`src/rtl/mips_mem_pkg.sv`:
```
// Shared definitions for the data-memory arbiter: FSM states, requester
// select encoding and the default word-address width.
package mips_mem_pkg;

  typedef enum logic [1:0] {
    IDLE   = 2'd0,
    ACCESS = 2'd1,
    RESP   = 2'd2
  } arb_state_e;

  localparam logic SEL_P = 1'b0;
  localparam logic SEL_L = 1'b1;

  localparam int DEFAULT_AW = 10;

endpackage

```
`src/rtl/dmem_arb_prio.sv`:
```
// Winner select for the data-memory arbiter: pipeline first, loader when it is
// the only requester or once the pipeline has used up its run allowance.
module dmem_arb_prio
  import mips_mem_pkg::*;
#(
  parameter int MAX_P_RUN = 4
) (
  input  logic       p_req,
  input  logic       l_req,
  input  logic [3:0] p_run_cnt,
  output logic       grant,
  output logic       sel
);

  logic starved;

  always_comb begin
    starved = (p_run_cnt == 4'(MAX_P_RUN));
    grant   = p_req | l_req;
    sel     = SEL_P;
    if (l_req && (!p_req || starved)) begin
      sel = SEL_L;
    end
  end

endmodule

```
`src/rtl/dmem_arbiter.sv`:
```
// Two-port arbiter in front of the single-port data memory: pipeline MEM stage
// versus loader, one access at a time through IDLE -> ACCESS -> RESP.
module dmem_arbiter
  import mips_mem_pkg::*;
#(
  parameter int WAIT_CYCLES = 0,
  parameter int MAX_P_RUN   = 4,
  parameter int AW          = DEFAULT_AW
) (
  input  logic          clk,
  input  logic          rst_n,
  input  logic          p_req,
  input  logic          p_we,
  input  logic [AW-1:0] p_addr,
  input  logic [31:0]   p_wdata,
  output logic          p_ack,
  output logic [31:0]   p_rdata,
  output logic          p_stall,
  input  logic          l_req,
  input  logic          l_we,
  input  logic [AW-1:0] l_addr,
  input  logic [31:0]   l_wdata,
  output logic          l_ack,
  output logic [31:0]   l_rdata,
  output logic          mem_en,
  output logic          mem_we,
  output logic [AW-1:0] mem_addr,
  output logic [31:0]   mem_wdata,
  input  logic [31:0]   mem_rdata
);

  arb_state_e    state_q, state_d;
  logic [2:0]    wait_cnt_q, wait_cnt_d;
  logic [3:0]    p_run_cnt_q, p_run_cnt_d;
  logic          sel_q, sel_d;
  logic          mem_en_q, mem_en_d;
  logic          mem_we_q, mem_we_d;
  logic [AW-1:0] mem_addr_q, mem_addr_d;
  logic [31:0]   mem_wdata_q, mem_wdata_d;
  logic [31:0]   p_rdata_q, p_rdata_d;
  logic [31:0]   l_rdata_q, l_rdata_d;

  logic          arb_grant;
  logic          arb_sel;
  logic          in_resp;

  dmem_arb_prio #(
    .MAX_P_RUN(MAX_P_RUN)
  ) u_prio (
    .p_req    (p_req),
    .l_req    (l_req),
    .p_run_cnt(p_run_cnt_q),
    .grant    (arb_grant),
    .sel      (arb_sel)
  );

  always_comb begin
    state_d     = state_q;
    wait_cnt_d  = wait_cnt_q;
    p_run_cnt_d = p_run_cnt_q;
    sel_d       = sel_q;
    mem_en_d    = mem_en_q;
    mem_we_d    = mem_we_q;
    mem_addr_d  = mem_addr_q;
    mem_wdata_d = mem_wdata_q;
    p_rdata_d   = p_rdata_q;
    l_rdata_d   = l_rdata_q;

    unique case (state_q)
      IDLE: begin
        // The run count only matters while the loader is actually waiting.
        if (!l_req) begin
          p_run_cnt_d = '0;
        end
        if (arb_grant) begin
          sel_d      = arb_sel;
          mem_en_d   = 1'b1;
          wait_cnt_d = 3'(WAIT_CYCLES);
          state_d    = ACCESS;
          if (arb_sel == SEL_L) begin
            mem_we_d    = l_we;
            mem_addr_d  = l_addr;
            mem_wdata_d = l_wdata;
            p_run_cnt_d = '0;
          end else begin
            mem_we_d    = p_we;
            mem_addr_d  = p_addr;
            mem_wdata_d = p_wdata;
            if (l_req && (p_run_cnt_q != 4'(MAX_P_RUN))) begin
              p_run_cnt_d = p_run_cnt_q + 4'd1;
            end
          end
        end
      end
      ACCESS: begin
        if (wait_cnt_q != 3'd0) begin
          wait_cnt_d = wait_cnt_q - 3'd1;
        end else begin
          mem_en_d = 1'b0;
          mem_we_d = 1'b0;
          state_d  = RESP;
        end
      end
      RESP: begin
        if (sel_q == SEL_P) begin
          p_rdata_d = mem_rdata;
        end else begin
          l_rdata_d = mem_rdata;
        end
        state_d = IDLE;
      end
      default: begin
        state_d = IDLE;
      end
    endcase
  end

  always_ff @(posedge clk or negedge rst_n) begin
    if (!rst_n) begin
      state_q     <= IDLE;
      wait_cnt_q  <= '0;
      p_run_cnt_q <= '0;
      sel_q       <= SEL_P;
      mem_en_q    <= 1'b0;
      mem_we_q    <= 1'b0;
      mem_addr_q  <= '0;
      mem_wdata_q <= '0;
      p_rdata_q   <= '0;
      l_rdata_q   <= '0;
    end else begin
      state_q     <= state_d;
      wait_cnt_q  <= wait_cnt_d;
      p_run_cnt_q <= p_run_cnt_d;
      sel_q       <= sel_d;
      mem_en_q    <= mem_en_d;
      mem_we_q    <= mem_we_d;
      mem_addr_q  <= mem_addr_d;
      mem_wdata_q <= mem_wdata_d;
      p_rdata_q   <= p_rdata_d;
      l_rdata_q   <= l_rdata_d;
    end
  end

  // Read data passes straight through during the ack cycle, then holds.
  assign in_resp   = (state_q == RESP);
  assign p_ack     = in_resp && (sel_q == SEL_P);
  assign l_ack     = in_resp && (sel_q == SEL_L);
  assign p_rdata   = p_ack ? mem_rdata : p_rdata_q;
  assign l_rdata   = l_ack ? mem_rdata : l_rdata_q;
  assign p_stall   = p_req & ~p_ack;

  assign mem_en    = mem_en_q;
  assign mem_we    = mem_we_q;
  assign mem_addr  = mem_addr_q;
  assign mem_wdata = mem_wdata_q;

endmodule

```
`config.mk`:
```
export PLATFORM = sky130hd
export DESIGN_NAME = dmem_arbiter
export DESIGN_NICKNAME = d
export VERILOG_FILES = /design/src/rtl/mips_mem_pkg.sv /design/src/rtl/dmem_arb_prio.sv /design/src/rtl/dmem_arbiter.sv
export SDC_FILE = /design/constraint.sdc
export NUM_CORES = 1
export LEC_CHECK = 0
export CORE_UTILIZATION = 40
export CTS_CLUSTER_DIAMETER = 60
export CTS_CLUSTER_SIZE = 40
export DETAILED_ROUTE_END_ITERATION = 7
export HOLD_SLACK_MARGIN = 0.02
export PLACE_DENSITY = 0.76
export SYNTH_ARGS = -nofsm -noshare
export SYNTH_HDL_FRONTEND = slang
export SYNTH_SLANG_ARGS = --single-unit
```
`constraint.sdc`:
```
create_clock -name clk -period 2.4 [get_ports clk]
set_input_delay 0.48 -clock clk [delete_from_list [all_inputs] [get_ports clk]]
set_output_delay 0.48 -clock clk [all_outputs]
set_load 0.01 [all_outputs]
```
**Word-level counts from Yosys, hierarchy flattened**

Cells that the tools add are included.

- Bits of input ports: 122
- Output and inout port bits: 111
- Logic and storage cells: 59
- Register bits: 118

- Mux-type cells: 21
- Bitwise operators: 4
- Equal/unequal tests: 7
- Add/subtract/negate cells: 2
- Reduce and logical (&&, ||, !) cells: 15

Operator list:

| kind | number |
|---|---|
| $mux W32 | 3 |
| $mux W4 | 4 |
| $mux W10 | 1 |
| $reduce_and A2 Y1 | 4 |
| $mux W3 | 2 |
| $ne A2 B2 Y1 const B | 3 |
| $pmux W3 S2 | 1 |
| $reduce_and A3 Y1 | 2 |
| $mux W1 | 5 |
| $add A4 B1 Y4 const B | 1 |
| $eq A4 B3 Y1 const B | 1 |
| $logic_and A1 B1 Y1 | 4 |
| $mux W2 | 2 |
| $ne A4 B3 Y1 const B | 1 |
| $pmux W1 S2 | 2 |
| $pmux W2 S2 | 1 |
| $reduce_bool A3 Y1 | 1 |
| $sub A3 B1 Y3 const B | 1 |
| $eq A2 B1 Y1 const B | 1 |
| $eq A2 B2 Y1 const B | 1 |
| $logic_not A2 Y1 | 1 |
| $not A1 Y1 | 2 |
| $reduce_bool A2 Y1 | 1 |
| $and A1 B1 Y1 | 1 |
| other kinds (3) | 3 |

**Longest topological paths before layout**

- Depth in word-level cells: 7
- Mapped depth: 7
- Gate-level depth less buffers: 5

**Modules after synthesis**

From an unflattened synthesis, not the netlist that was laid out.

- Cells, all modules: 386
- Area total of the unflattened synthesis: 4939.7 um2

Modules (own cells, without submodules):

| module | cells an instance | times used | area each (um2) | sequential area each (um2) |
|---|---|---|---|---|
| dmem_arbiter | 383 | 1 | 4916.0 | 2952.8 |
| dmem_arb_prio | 3 | 1 | 23.8 | 0.0 |

**Worst setup path after synthesis**

OpenSTA, ideal clock, no wires.

- Path kind: flip-flop to output port
- From: reg state_q[0]
- To: out p_rdata[23]
- Cell stages (with the launch flop): 4
- Path buffers: 1
- Required time: 1.920 ns
- Setup slack: 0.490 ns
- Arrival time: 1.430 ns
- Path through: dfrtp_1 -> nor3b_2 -> buf_4 -> mux2_2

- Word-level cells in the longest chain between the ends: 3

RTL lines:

| element | line | text |
|---|---|---|
| start: declaration | dmem_arbiter.sv:32 | `arb_state_e state_q, state_d;` |
| start signal: assignment | dmem_arbiter.sv:131 | `state_q <= state_d;` |
| $eq A2 B2 Y1 | dmem_arbiter.sv:145 | `assign in_resp = (state_q == RESP);` |
| $logic_and A1 B1 Y1 | dmem_arbiter.sv:146 | `assign p_ack = in_resp && (sel_q == SEL_P);` |
| net p_ack | dmem_arbiter.sv:16 | `output logic p_ack,` |
| $mux W32 | dmem_arbiter.sv:148 | `assign p_rdata = p_ack ? mem_rdata : p_rdata_q;` |
| end: declaration | dmem_arbiter.sv:17 | `output logic [31:0] p_rdata,` |

The timed path passes the listed nets, and every way through them passes these cells.

**Worst setup path in the final report**

- From: reg sel_q
- To: out l_rdata[28]

- Word-level cells in the longest chain between the ends: 2

RTL lines:

| element | line | text |
|---|---|---|
| start: declaration | dmem_arbiter.sv:35 | `logic sel_q, sel_d;` |
| start signal: assignment | dmem_arbiter.sv:134 | `sel_q <= sel_d;` |
| $logic_and A1 B1 Y1 | dmem_arbiter.sv:147 | `assign l_ack = in_resp && (sel_q == SEL_L);` |
| $mux W32 | dmem_arbiter.sv:149 | `assign l_rdata = l_ack ? mem_rdata : l_rdata_q;` |
| end: declaration | dmem_arbiter.sv:24 | `output logic [31:0] l_rdata,` |

No other way between the ends.

==> metrics.txt <==
# TYPE chip_impl_metric gauge
chip_impl_metric{name="sw_frac_of_total",unit="%"} 31.7
chip_impl_metric{name="total_routing_usage_gr",unit="%"} 24.1
chip_impl_metric{name="initial_utilization",unit="%"} 41.1
chip_impl_metric{name="drive_gt1_share",unit="%"} 27.2
chip_impl_metric{name="cap_violations",unit=""} 0
chip_impl_metric{name="worst_ep_arrival_time",unit="ps"} 1930
chip_impl_metric{name="htree_num_levels",unit=""} 4
chip_impl_metric{name="grt-ovfl-total",unit=""} 0
chip_impl_metric{name="cts_num_sinks",unit=""} 118
chip_impl_metric{name="powerDensity",unit="nW/µm²"} 1400
chip_impl_info{name="end_kind",value="output pin"} 1
chip_impl_metric{name="synth-seq-cells",unit=""} 118
chip_impl_metric{name="tightest_slew",unit="ps"} 639
chip_impl_info{name="cts_tree",value="done"} 1
chip_impl_metric{name="hold_viol",unit=""} 0
chip_impl_metric{name="final_area",unit="µm²"} 8470
chip_impl_info{name="worst_setup_path_start_kind",value="flop"} 1
chip_impl_metric{name="antenna_violation_net_count_after_detailed_routing",unit=""} 0
chip_impl_metric{name="cts.hold.buffers_added",unit=""} 0
chip_impl_metric{name="filler_cell_count",unit=""} 839
chip_impl_metric{name="synth-seq-area-share",unit="%"} 59.8
chip_impl_metric{name="post-layout-total-power",unit="µW"} 11900
chip_impl_metric{name="comb_power_share",unit="%"} 48.9
chip_impl_metric{name="ys_async_sr_fraction",unit="%"} 100
chip_impl_info{name="netlist_top_cells_count",value="dfrtp_1, mux2_2, a21boi_0, a221o_1, buf_2"} 1
chip_impl_metric{name="power.share.clock",unit="%"} 22.5
chip_impl_metric{name="mappedNetlistNets",unit=""} 472
chip_impl_metric{name="max_clock_freq",unit="MHz"} 414
chip_impl_info{name="worstHoldPathType",value="primary input to asynchronous set/reset pin"} 1
chip_impl_metric{name="static-leakage-power",unit="µW"} 0.00377
chip_impl_metric{name="die-height",unit="µm"} 113
chip_impl_info{name="synth-main-ff-cell",value="dfrtp_1"} 1
chip_impl_metric{name="routed_wire_length_per_instance",unit="µm"} 20.6
chip_impl_metric{name="slew_headroom",unit="%"} 57.4
chip_impl_metric{name="synthDominantCellAreaShare",unit="%"} 59.8
chip_impl_metric{name="seq_power_share",unit="%"} 28.6
chip_impl_metric{name="setup_total_negative_slack",unit="ps"} -70.0
chip_impl_metric{name="cts_buffer_depth",unit=""} 2
chip_impl_metric{name="fp.dieW",unit="µm"} 113
chip_impl_metric{name="grt_antenna_before_repair",unit=""} 0
chip_impl_metric{name="finalCriticalPeriod",unit="ps"} 2410
chip_impl_info{name="synth_top_cells_by_area",value="dfrtp_1, mux2_2, a221o_1"} 1
chip_impl_metric{name="buffer_ports.inserted",unit=""} 232
chip_impl_metric{name="cts-buffers-inserted",unit=""} 17
chip_impl_metric{name="area_delta_synth_final",unit="%"} 71.6
chip_impl_metric{name="insertion_delay",unit="ps"} 410
chip_impl_metric{name="flip_flop_and_latch_area",unit="µm²"} 2950
chip_impl_metric{name="syn_avg_cell_area",unit="µm²"} 14.3
chip_impl_info{name="outcome",value="complete, but fails checks"} 1
chip_impl_metric{name="skew",unit="ps"} 6.53
chip_impl_metric{name="final-max-slew-violation-count",unit=""} 0
chip_impl_metric{name="timing.final.setup_violations",unit=""} 12
chip_impl_metric{name="multiInputGateArea",unit="µm²"} 1920
chip_impl_metric{name="first_global_vias",unit=""} 4400
chip_impl_metric{name="pin_count_of_the_biggest_net_entering_global_routing",unit=""} 47
chip_impl_metric{name="drt-initial-drc-count",unit=""} 194
chip_impl_metric{name="fp.dieArea",unit="µm²"} 12800
chip_impl_metric{name="worst-path-max-fanout",unit=""} 8
chip_impl_metric{name="synthCells",unit=""} 346
chip_impl_metric{name="vias",unit=""} 4088
chip_impl_info{name="worstSetupPathType",value="flop to output pin"} 1
chip_impl_metric{name="dpl-instance-area",unit="µm²"} 7490
chip_impl_metric{name="drt-total-wl",unit="mm"} 15.7
chip_impl_metric{name="setup_ws",unit="ps"} -14.0
chip_impl_metric{name="std_cell_rows",unit=""} 40
chip_impl_metric{name="grt_first_pass_wirelength",unit="mm"} 23.3
chip_impl_info{name="yosysMostFrequentCell",value="dfrtp_1"} 1
chip_impl_metric{name="post_layout_instance_count_excluding_filler_cells",unit=""} 764
chip_impl_metric{name="worst_ep_required_time",unit="ps"} 1920
chip_impl_metric{name="layout_worst_path_cycle_share",unit="%"} 101
chip_impl_metric{name="synth_cell_types",unit=""} 34
chip_impl_metric{name="internal-power",unit="µW"} 8100
chip_impl_metric{name="switchingPower",unit="µW"} 3760
chip_impl_metric{name="insertedDiodeCount",unit=""} 0
chip_impl_metric{name="clock_input_transition_at_the_sequential_cells_of_the_worst_setup_and_hold_paths",unit="ps"} 50
chip_impl_metric{name="gpl.final_weighted_congestion",unit=""} 0.760
chip_impl_info{name="synth_largest_area_cell",value="dfrtp_1"} 1
chip_impl_metric{name="avgViaCountPerCell",unit=""} 5.35
chip_impl_metric{name="first_pass_iteration_count_of_the_detailed_router",unit=""} 4
chip_impl_metric{name="core_area",unit="µm²"} 12000
chip_impl_metric{name="placed_instance_count",unit=""} 713
chip_impl_info{name="failed_checks",value="setup timing"} 1
chip_impl_metric{name="ioPinCount",unit=""} 233
chip_impl_metric{name="finalNetCount",unit=""} 730
chip_impl_info{name="clock-root-buffer",value="clkbuf_16"} 1
chip_impl_metric{name="synth_enable_flop_cells",unit=""} 0
chip_impl_metric{name="post-route-drc-count",unit=""} 0
chip_impl_metric{name="place_hpwl",unit="mm"} 9.59
chip_impl_metric{name="syn_area",unit="µm²"} 4940
chip_impl_info{name="unrepaired_setup_endpoints_after_global_routing",value="yes"} 1
chip_impl_metric{name="peakVddDrop",unit="µV"} 651
chip_impl_metric{name="yosys_warnings",unit=""} 0
[layout by cell type, fill, tap and decap left out, types with 2 or more instances in the layout]
| master | count |
|---|---|
| a21boi_0 | 43 |
| a221o_1 | 43 |
| buf_12 | 7 |
| buf_16 | 2 |
| buf_2 | 4 |
| buf_4 | 16 |
| buf_6 | 31 |
| bufinv_16 | 3 |
| clkbuf_16 | 22 |
| clkbuf_2 | 3 |
| clkbuf_8 | 6 |
| clkdlybuf4s15_1 | 2 |
| clkdlybuf4s50_1 | 164 |
| clkinv_2 | 4 |
| dfrtp_1 | 118 |
| dlygate4sd2_1 | 29 |
| ha_1 | 4 |
| inv_1 | 9 |
| mux2_2 | 36 |
| mux2_4 | 28 |
| mux2i_1 | 2 |
| nand2_1 | 9 |
| nand2b_1 | 2 |
| nand3_1 | 2 |
| nor2b_1 | 3 |
| o21ai_0 | 4 |
| o22ai_1 | 2 |
[logic make-up after synthesis]
kind of cell    count (synthesis)  synth area share, %
simple gates                   26                 3.29
mux                            66                 15.0
compound gates                 98                 17.2
buf+inv                        34                 3.72
fa+ha+maj                       4                 1.01
flops                         118                 59.8
[final timing paths]
kind	from	endpoint	slack [ps]	cells after the start
worst max-delay path	sel_q	l_rdata[28]	-10	5
worst min-delay path	rst_n	p_rdata_q[29]	100	1
worst max register to register	state_q[0]	mem_wdata[25]	290	7
worst min register to register	wait_cnt_q[0]	wait_cnt_q[0]	470	1
max in group asynchronous	rst_n	l_rdata_q[9]	1690	2
min in group clk	wait_cnt_q[0]	wait_cnt_q[0]	470	1
[power by group through the flow]
stage / clock (µW) / combinational (µW) / sequential [µW]
after floorplan: 0 / 2420 / 3460
after global placement: 0 / 5270 / 3320
after detailed placement: 0 / 5410 / 3370
after CTS: 2710 / 5180 / 3360
after global routing: 2810 / 6170 / 3480
final: 2680 / 5800 / 3390
[metrics by stage]
step	util, %	hold slack, ps	setup slack (ps)
after floorplan	-	184	490
after global placement	62.4	459	155
after global routing	70.5	133	-85.5
final	70.5	98.5	-14.0
after CTS	67.9	106	-161
after detailed placement	62.4	466	133
[layer usage]
layer	track usage, %	part of all wire (%)	vias to the layer above
met5	0	0	-
met4	8.33	1.3	0
met3	9.59	8.3	17
met2	40.7	50	179
met1	27.8	40	2074
li1	-	-	1818
[worst max-delay path, stage by stage (launching register included)]
cell           delay (ps)
dfrtp_1               420
nand3b_1              120
buf_4                 170
clkbuf_16             170
mux2_2                350
dlygate4sd2_1         300
[timing repair]
action                                 4_1_cts  5_1_grt
buffers inserted                             5        7
setup endpoints to repair                   64       65
gates resized for setup                    162       79
endpoints found under the hold margin        0        0
pin swaps                                    2        1
gates cloned                                 2        5
[cell type report]
type	count	area share, %
clock buffers	24	6.04
multi-input cells	194	22.7
clock inverters	8	1.39
repair buffers	264	32.5
flip-flops and latches	118	34.8
inverters	9	0.399
well taps	147	2.17
[state kept, by name, summed over array words and instances (netlist names)]
signal and cells:
mem_wdata 32, sel_q 1, l_rdata_q 32, p_run_cnt_q 4, p_rdata_q 32, mem_we 1, state_q 2, mem_en 1
mem_addr 10, wait_cnt_q 3
(Power assumes the default switching activity.)
